--- src/rtl/timer_ctrl.sv ---
// Run-control sequencer for the countdown timer: debounced start/clear buttons,
// the IDLE/LOAD/RUNNING/PAUSED/EXPIRED FSM and the millisecond decrement prescaler.

module timer_ctrl_debounce #(
  parameter int unsigned CYCLES = 1
) (
  input  logic clk,
  input  logic reset,
  input  logic raw,
  output logic press
);
  localparam int unsigned    CW       = (CYCLES < 2) ? 1 : $clog2(CYCLES);
  localparam logic [CW-1:0]  CNT_LAST = CW'(CYCLES - 1);

  logic          sync1_r;
  logic          sync2_r;
  logic          level_r;
  logic          press_r;
  logic [CW-1:0] cnt_r;

  // Synchronize the raw button, qualify stability and flag an accepted rising level.
  always_ff @(posedge clk) begin
    if (!reset) begin
      sync1_r <= 1'b0;
      sync2_r <= 1'b0;
      level_r <= 1'b0;
      press_r <= 1'b0;
      cnt_r   <= {CW{1'b0}};
    end else begin
      sync1_r <= raw;
      sync2_r <= sync1_r;
      if (sync2_r != level_r) begin
        if (cnt_r == CNT_LAST) begin
          level_r <= sync2_r;
          cnt_r   <= {CW{1'b0}};
          press_r <= sync2_r;
        end else begin
          cnt_r   <= cnt_r + CW'(1'b1);
          press_r <= 1'b0;
        end
      end else begin
        cnt_r   <= {CW{1'b0}};
        press_r <= 1'b0;
      end
    end
  end

  assign press = press_r;

endmodule

module timer_ctrl #(
  parameter int unsigned TICK_DIV        = 100000,
  parameter int unsigned DEBOUNCE_CYCLES = 1000000
) (
  input  logic        clk,
  input  logic        reset,
  input  logic        btn_start_raw,
  input  logic        btn_clear_raw,
  input  logic [26:0] time_in,
  output logic        toggle,
  output logic        timer_reset,
  output logic        running,
  output logic        alarm,
  output logic [2:0]  state
);
  localparam logic [2:0] ST_IDLE    = 3'd0;
  localparam logic [2:0] ST_LOAD    = 3'd1;
  localparam logic [2:0] ST_RUNNING = 3'd2;
  localparam logic [2:0] ST_PAUSED  = 3'd3;
  localparam logic [2:0] ST_EXPIRED = 3'd4;

  localparam int unsigned   PW         = (TICK_DIV < 2) ? 1 : $clog2(TICK_DIV);
  localparam logic [PW-1:0] PRESC_LAST = PW'(TICK_DIV - 1);

  logic          start_s;
  logic          clear_s;
  logic [2:0]    state_r;
  logic [2:0]    next_state_s;
  logic [2:0]    load_dest_r;
  logic [2:0]    next_dest_s;
  logic [PW-1:0] presc_r;
  logic          armed_r;
  logic          stay_running_s;
  logic          tick_s;
  logic          toggle_r;
  logic          timer_reset_r;
  logic          running_r;
  logic          alarm_r;

  timer_ctrl_debounce #(.CYCLES(DEBOUNCE_CYCLES)) u_start_db (
    .clk   (clk),
    .reset (reset),
    .raw   (btn_start_raw),
    .press (start_s)
  );

  timer_ctrl_debounce #(.CYCLES(DEBOUNCE_CYCLES)) u_clear_db (
    .clk   (clk),
    .reset (reset),
    .raw   (btn_clear_raw),
    .press (clear_s)
  );

  // Next state and reload destination; clear outranks start, both outrank expiry.
  always_comb begin
    next_state_s = state_r;
    next_dest_s  = load_dest_r;
    case (state_r)
      ST_IDLE: begin
        if (clear_s) begin
          next_state_s = ST_LOAD;
          next_dest_s  = ST_IDLE;
        end else if (start_s) begin
          next_state_s = ST_LOAD;
          next_dest_s  = ST_RUNNING;
        end else begin
          next_state_s = ST_IDLE;
        end
      end
      ST_LOAD: begin
        next_state_s = load_dest_r;
      end
      ST_RUNNING: begin
        if (clear_s) begin
          next_state_s = ST_LOAD;
          next_dest_s  = ST_IDLE;
        end else if (start_s) begin
          next_state_s = ST_PAUSED;
        end else if (armed_r && (time_in == 27'd0)) begin
          next_state_s = ST_EXPIRED;
        end else begin
          next_state_s = ST_RUNNING;
        end
      end
      ST_PAUSED: begin
        if (clear_s) begin
          next_state_s = ST_LOAD;
          next_dest_s  = ST_IDLE;
        end else if (start_s) begin
          next_state_s = ST_RUNNING;
        end else begin
          next_state_s = ST_PAUSED;
        end
      end
      ST_EXPIRED: begin
        if (clear_s) begin
          next_state_s = ST_LOAD;
          next_dest_s  = ST_IDLE;
        end else begin
          next_state_s = ST_EXPIRED;
        end
      end
      default: begin
        next_state_s = ST_IDLE;
        next_dest_s  = ST_IDLE;
      end
    endcase
  end

  // The prescaler only advances while RUNNING persists, so any entry restarts a full period.
  assign stay_running_s = (state_r == ST_RUNNING) && (next_state_s == ST_RUNNING);
  assign tick_s         = stay_running_s && (presc_r == PRESC_LAST);

  // FSM state, prescaler, expiry arming and registered outputs.
  always_ff @(posedge clk) begin
    if (!reset) begin
      state_r       <= ST_IDLE;
      load_dest_r   <= ST_IDLE;
      presc_r       <= {PW{1'b0}};
      armed_r       <= 1'b0;
      toggle_r      <= 1'b0;
      timer_reset_r <= 1'b0;
      running_r     <= 1'b0;
      alarm_r       <= 1'b0;
    end else begin
      state_r     <= next_state_s;
      load_dest_r <= next_dest_s;
      if (!stay_running_s || tick_s) begin
        presc_r <= {PW{1'b0}};
      end else begin
        presc_r <= presc_r + PW'(1'b1);
      end
      // Expiry stays disarmed until the reloaded datapath has decremented once.
      if (state_r == ST_LOAD) begin
        armed_r <= 1'b0;
      end else if (tick_s) begin
        armed_r <= 1'b1;
      end else begin
        armed_r <= armed_r;
      end
      toggle_r      <= tick_s;
      timer_reset_r <= (next_state_s == ST_LOAD);
      running_r     <= (next_state_s == ST_RUNNING);
      alarm_r       <= (next_state_s == ST_EXPIRED);
    end
  end

  assign toggle      = toggle_r;
  assign timer_reset = timer_reset_r;
  assign running     = running_r;
  assign alarm       = alarm_r;
  assign state       = state_r;

endmodule

--- config.mk ---
export PLATFORM = sky130hd
export DESIGN_NAME = timer_ctrl
export DESIGN_NICKNAME = d
export VERILOG_FILES = /design/src/rtl/timer_ctrl.sv
export SDC_FILE = /design/constraint.sdc
export NUM_CORES = 1
export LEC_CHECK = 0
export ABC_AREA = 1
export CELL_PAD_IN_SITES_DETAIL_PLACEMENT = 2
export CELL_PAD_IN_SITES_GLOBAL_PLACEMENT = 2
export CORE_MARGIN = 2
export CORE_UTILIZATION = 30
export CTS_CLUSTER_SIZE = 40
export DETAILED_ROUTE_END_ITERATION = 10
export PLACE_DENSITY = 0.87
export SLEW_MARGIN = 10
export SYNTH_ARGS = -nofsm -noshare
export SYNTH_HDL_FRONTEND = slang
export SYNTH_HIERARCHICAL = 1
export SYNTH_SLANG_ARGS = --single-unit
--- constraint.sdc ---
create_clock -name clk -period 1.57 [get_ports clk]
set_clock_uncertainty 0.1 [all_clocks]
set_input_delay 0.2355 -clock clk [delete_from_list [all_inputs] [get_ports clk]]
set_output_delay 0.2355 -clock clk [all_outputs]
set_load 0.005 [all_outputs]
==> reports/results.ini <==
[outcome]
status = finished, violations left
failing_checks = setup timing

[floorplan]
io-pin-count = 38
row_count = 42
start_util = 0.3041
placeableCoreArea_sq_um = 13140
die_area_sq_um = 14260
die_h_microns = 119.4
dieWidth_microns = 119.4

[grt]
grt_max_degree = 19
grt-ovfl-total = 0
first_global_vias = 4940
groute.usage.overall = 0.2710
grt_antenna_before_repair = 0
grt_first_pass_wirelength_microns = 28880

[detailed_routing]
routed_wl_microns = 22690
post_drt_via_cell_ratio = 5.341
route.antenna.remaining_nets = 0
detailroute.via_count = 4396
detailedRoute.firstIterationViolations = 293
drt_pass1_iterations = 4
drc_errors = 0
post_drt_wl_per_cell_microns = 27.56

[critical_path]
ff2ff_setup_slack_ns = -0.22
endpoint_required_time_on_the_critical_path_ns = 1.70
setup.worst_path.class = input pin to flop
cp-start-kind = input pin
critical_path_peak_fanout = 7
timing.critical_path.arrival_ns = 1.94
cp-end-kind = flop

[cts]
clock_tree_from_tritoncts = built
clk_root_buf = sky130_fd_sc_hd__clkbuf_16
clock_latency_ns = 0.37
path_clk_slew_ns = 0.06
cts_made_buffers = 9
clockBufferDepth = 2
cts_sinks = 74
post_cts_hold_buffer_count = 0
clock_tree.htree_level_count = 3

[hold_path]
holdCritPathClass = input pin to flop

[timing]
min_period_ns = 1.807
post-route-period-util = 1.151
worst_slack_setup_final_ns = -0.2367
finalHoldViolCount = 0
worst-slew-pin-transition_ns = 0.4263
slew_viol_final = 0
setup_viol = 60
final.setup.tns_ns = -5.866
maxClockFrequency_mhz = 553.5
slew-limit-headroom = 0.7143
rsz_0062_raised_after_global_routing = yes

[yosys]
yosysSeqAreaShare = 0.3708
ys_warnings = 6
synth_edf_count = 0
synth_area_leaders = sky130_fd_sc_hd__dfxtp_1 (37%), sky130_fd_sc_hd__nand2_1 (9.8%), sky130_fd_sc_hd__nor2_1 (7.9%)
syn-mean-instance-area_sq_um = 7.426
dominantRegCellSynth = sky130_fd_sc_hd__dfxtp_1
synth_common_cells = sky130_fd_sc_hd__nand2_1 (104), sky130_fd_sc_hd__nor2_1 (84), sky130_fd_sc_hd__dfxtp_1 (74), sky130_fd_sc_hd__inv_1 (59), sky130_fd_sc_hd__nor2_2 (30)
synth_nets = 572
synthDominantCellAreaShare = 0.3708
yosysMostFrequentCell = sky130_fd_sc_hd__nand2_1
yosys.cell_types.count = 35
synth_top_cell_by_area = sky130_fd_sc_hd__dfxtp_1
number_of_instances_in_the_synthesized_netlist = 538
synth_seq_cells = 74
post_synth_instance_area_sq_um = 3995
synth-async-reset-ratio = 0

[layout]
final_layout_size_suffix_gt1_frac = 0.4133
finish.net_count = 675
ff_latch_area_sq_um = 1538
flow.area_growth_from_synthesis_pct = 48.95
fillerInstances = 1425
multi_input_comb_area_sq_um = 2804

[run]
maxCapViolCount = 0

[place]
io_buffers = 37
place_hpwl_microns = 10650
gp_routability_congestion = 0.8040

[power]
report.power.total_uw = 4238
power_leakage_uw = 0.002051
power.density_nw_per_um2 = 712.1
worst_ir_drop_vdd_mv = 0.5066

==> repair_timing <==
item | in CTS | in global routing
setup endpoints to repair | 66 | 60
gates cloned | 1 | 0
gates resized for setup | 81 | 112
pin swaps | 28 | 24
setup buffers | 11 | 12
==> kinds of logic (layout without fill, tap and decap cells) <==
group	count (synthesis)	in the layout	synth area share
and+or+nand+nor	333	334	0.4356
DFF	74	74	0.3708
buffers and inverters	67	174	0.07516
AOI/OAI and AO/OA	36	36	0.05230
xor gates and xnor gates	25	25	0.05669
adders and majority gates	3	3	0.009397
other	0	1	0
==> routing by layer <==
layer,up-vias,track usage,share of wire
met5,-,0,0
met4,0,0.1463,0.069
met3,98,0.07471,0.053
met2,190,0.5032,0.51
met1,2196,0.2731,0.36
li1,1912,-,-
==> final timing paths <==
check / start / endpoint / cells past startpoint
max: time_in[11] / presc_r[11] / 10
min: btn_start_raw / u_start_db/sync1_r / 3
max reg2reg: presc_r[12] / presc_r[11] / 7
min reg2reg: u_start_db/sync1_r / u_start_db/sync2_r / 2
==> flip-flops by register name, summed over array words and instances (netlist names), 3 cells and up <==
register and flops:
u_clear_db/cnt_r 20, state 3, presc_r 17, u_start_db/cnt_r 20
==> cell type report <==
type	count	area share
well taps	176	0.03701
repair buffers	94	0.1411
diodes	1	0.0004205
inverters	64	0.04205
clock inverters	5	0.009041
clock buffers	11	0.04079
multi-input cells	398	0.4712
flip-flops and latches	74	0.2584
==> worst max-delay path, cell delays in order <==
cell,delay [ns]
sky130_fd_sc_hd__clkdlybuf4s50_1,0.47
sky130_fd_sc_hd__nor2_1,0.12
sky130_fd_sc_hd__nand2_1,0.08
sky130_fd_sc_hd__nor2_2,0.19
sky130_fd_sc_hd__nand2_4,0.11
sky130_fd_sc_hd__o21ai_4,0.24
sky130_fd_sc_hd__nand2_4,0.10
sky130_fd_sc_hd__nand4_4,0.15
sky130_fd_sc_hd__buf_12,0.18
sky130_fd_sc_hd__nor2_2,0.06
==> report_power, final <==
part / internal [uW] / switching, uW / total (uW)
Clock: 1270 / 925 / 2200
Sequential: 1870 / 7.89 / 1880
Combinational: 81.1 / 82.3 / 163
Total: 3220 / 1010 / 4240
==> stage by stage <==
stage / cell area, sq um / util / std cells / worst slack (ns) / hold WS (ns)
final: 5951 / 0.4530 / 823 / -0.2367 / 0.4047
after global routing: 5948 / 0.4528 / 822 / -0.2503 / 0.4137
after detailed placement: 4818 / 0.3668 / 783 / -0.4493 / 0.3276
after global placement: 4818 / 0.3668 / 783 / -0.2488 / 0.2954
after CTS: 5431 / 0.4134 / 811 / -0.007084 / 0.3246
after floorplan: 4000 / - / 538 / 0.01829 / 0.2290
==> cells in the final DEF (no fill, tap or decap), drive strengths merged, types with 7 or more instances in the layout <==
cell / instances
inv: 64
nor2: 127
dfxtp: 74
xnor2: 8
nand4: 19
a21oi: 24
nand3: 35
nand2: 119
dlygate4sd2: 13
nor3: 23
xor2: 17
clkdlybuf4s50: 22
buf: 57
o21ai: 7
clkbuf: 11
No activity file was read; power rests on OpenSTA's default activity.
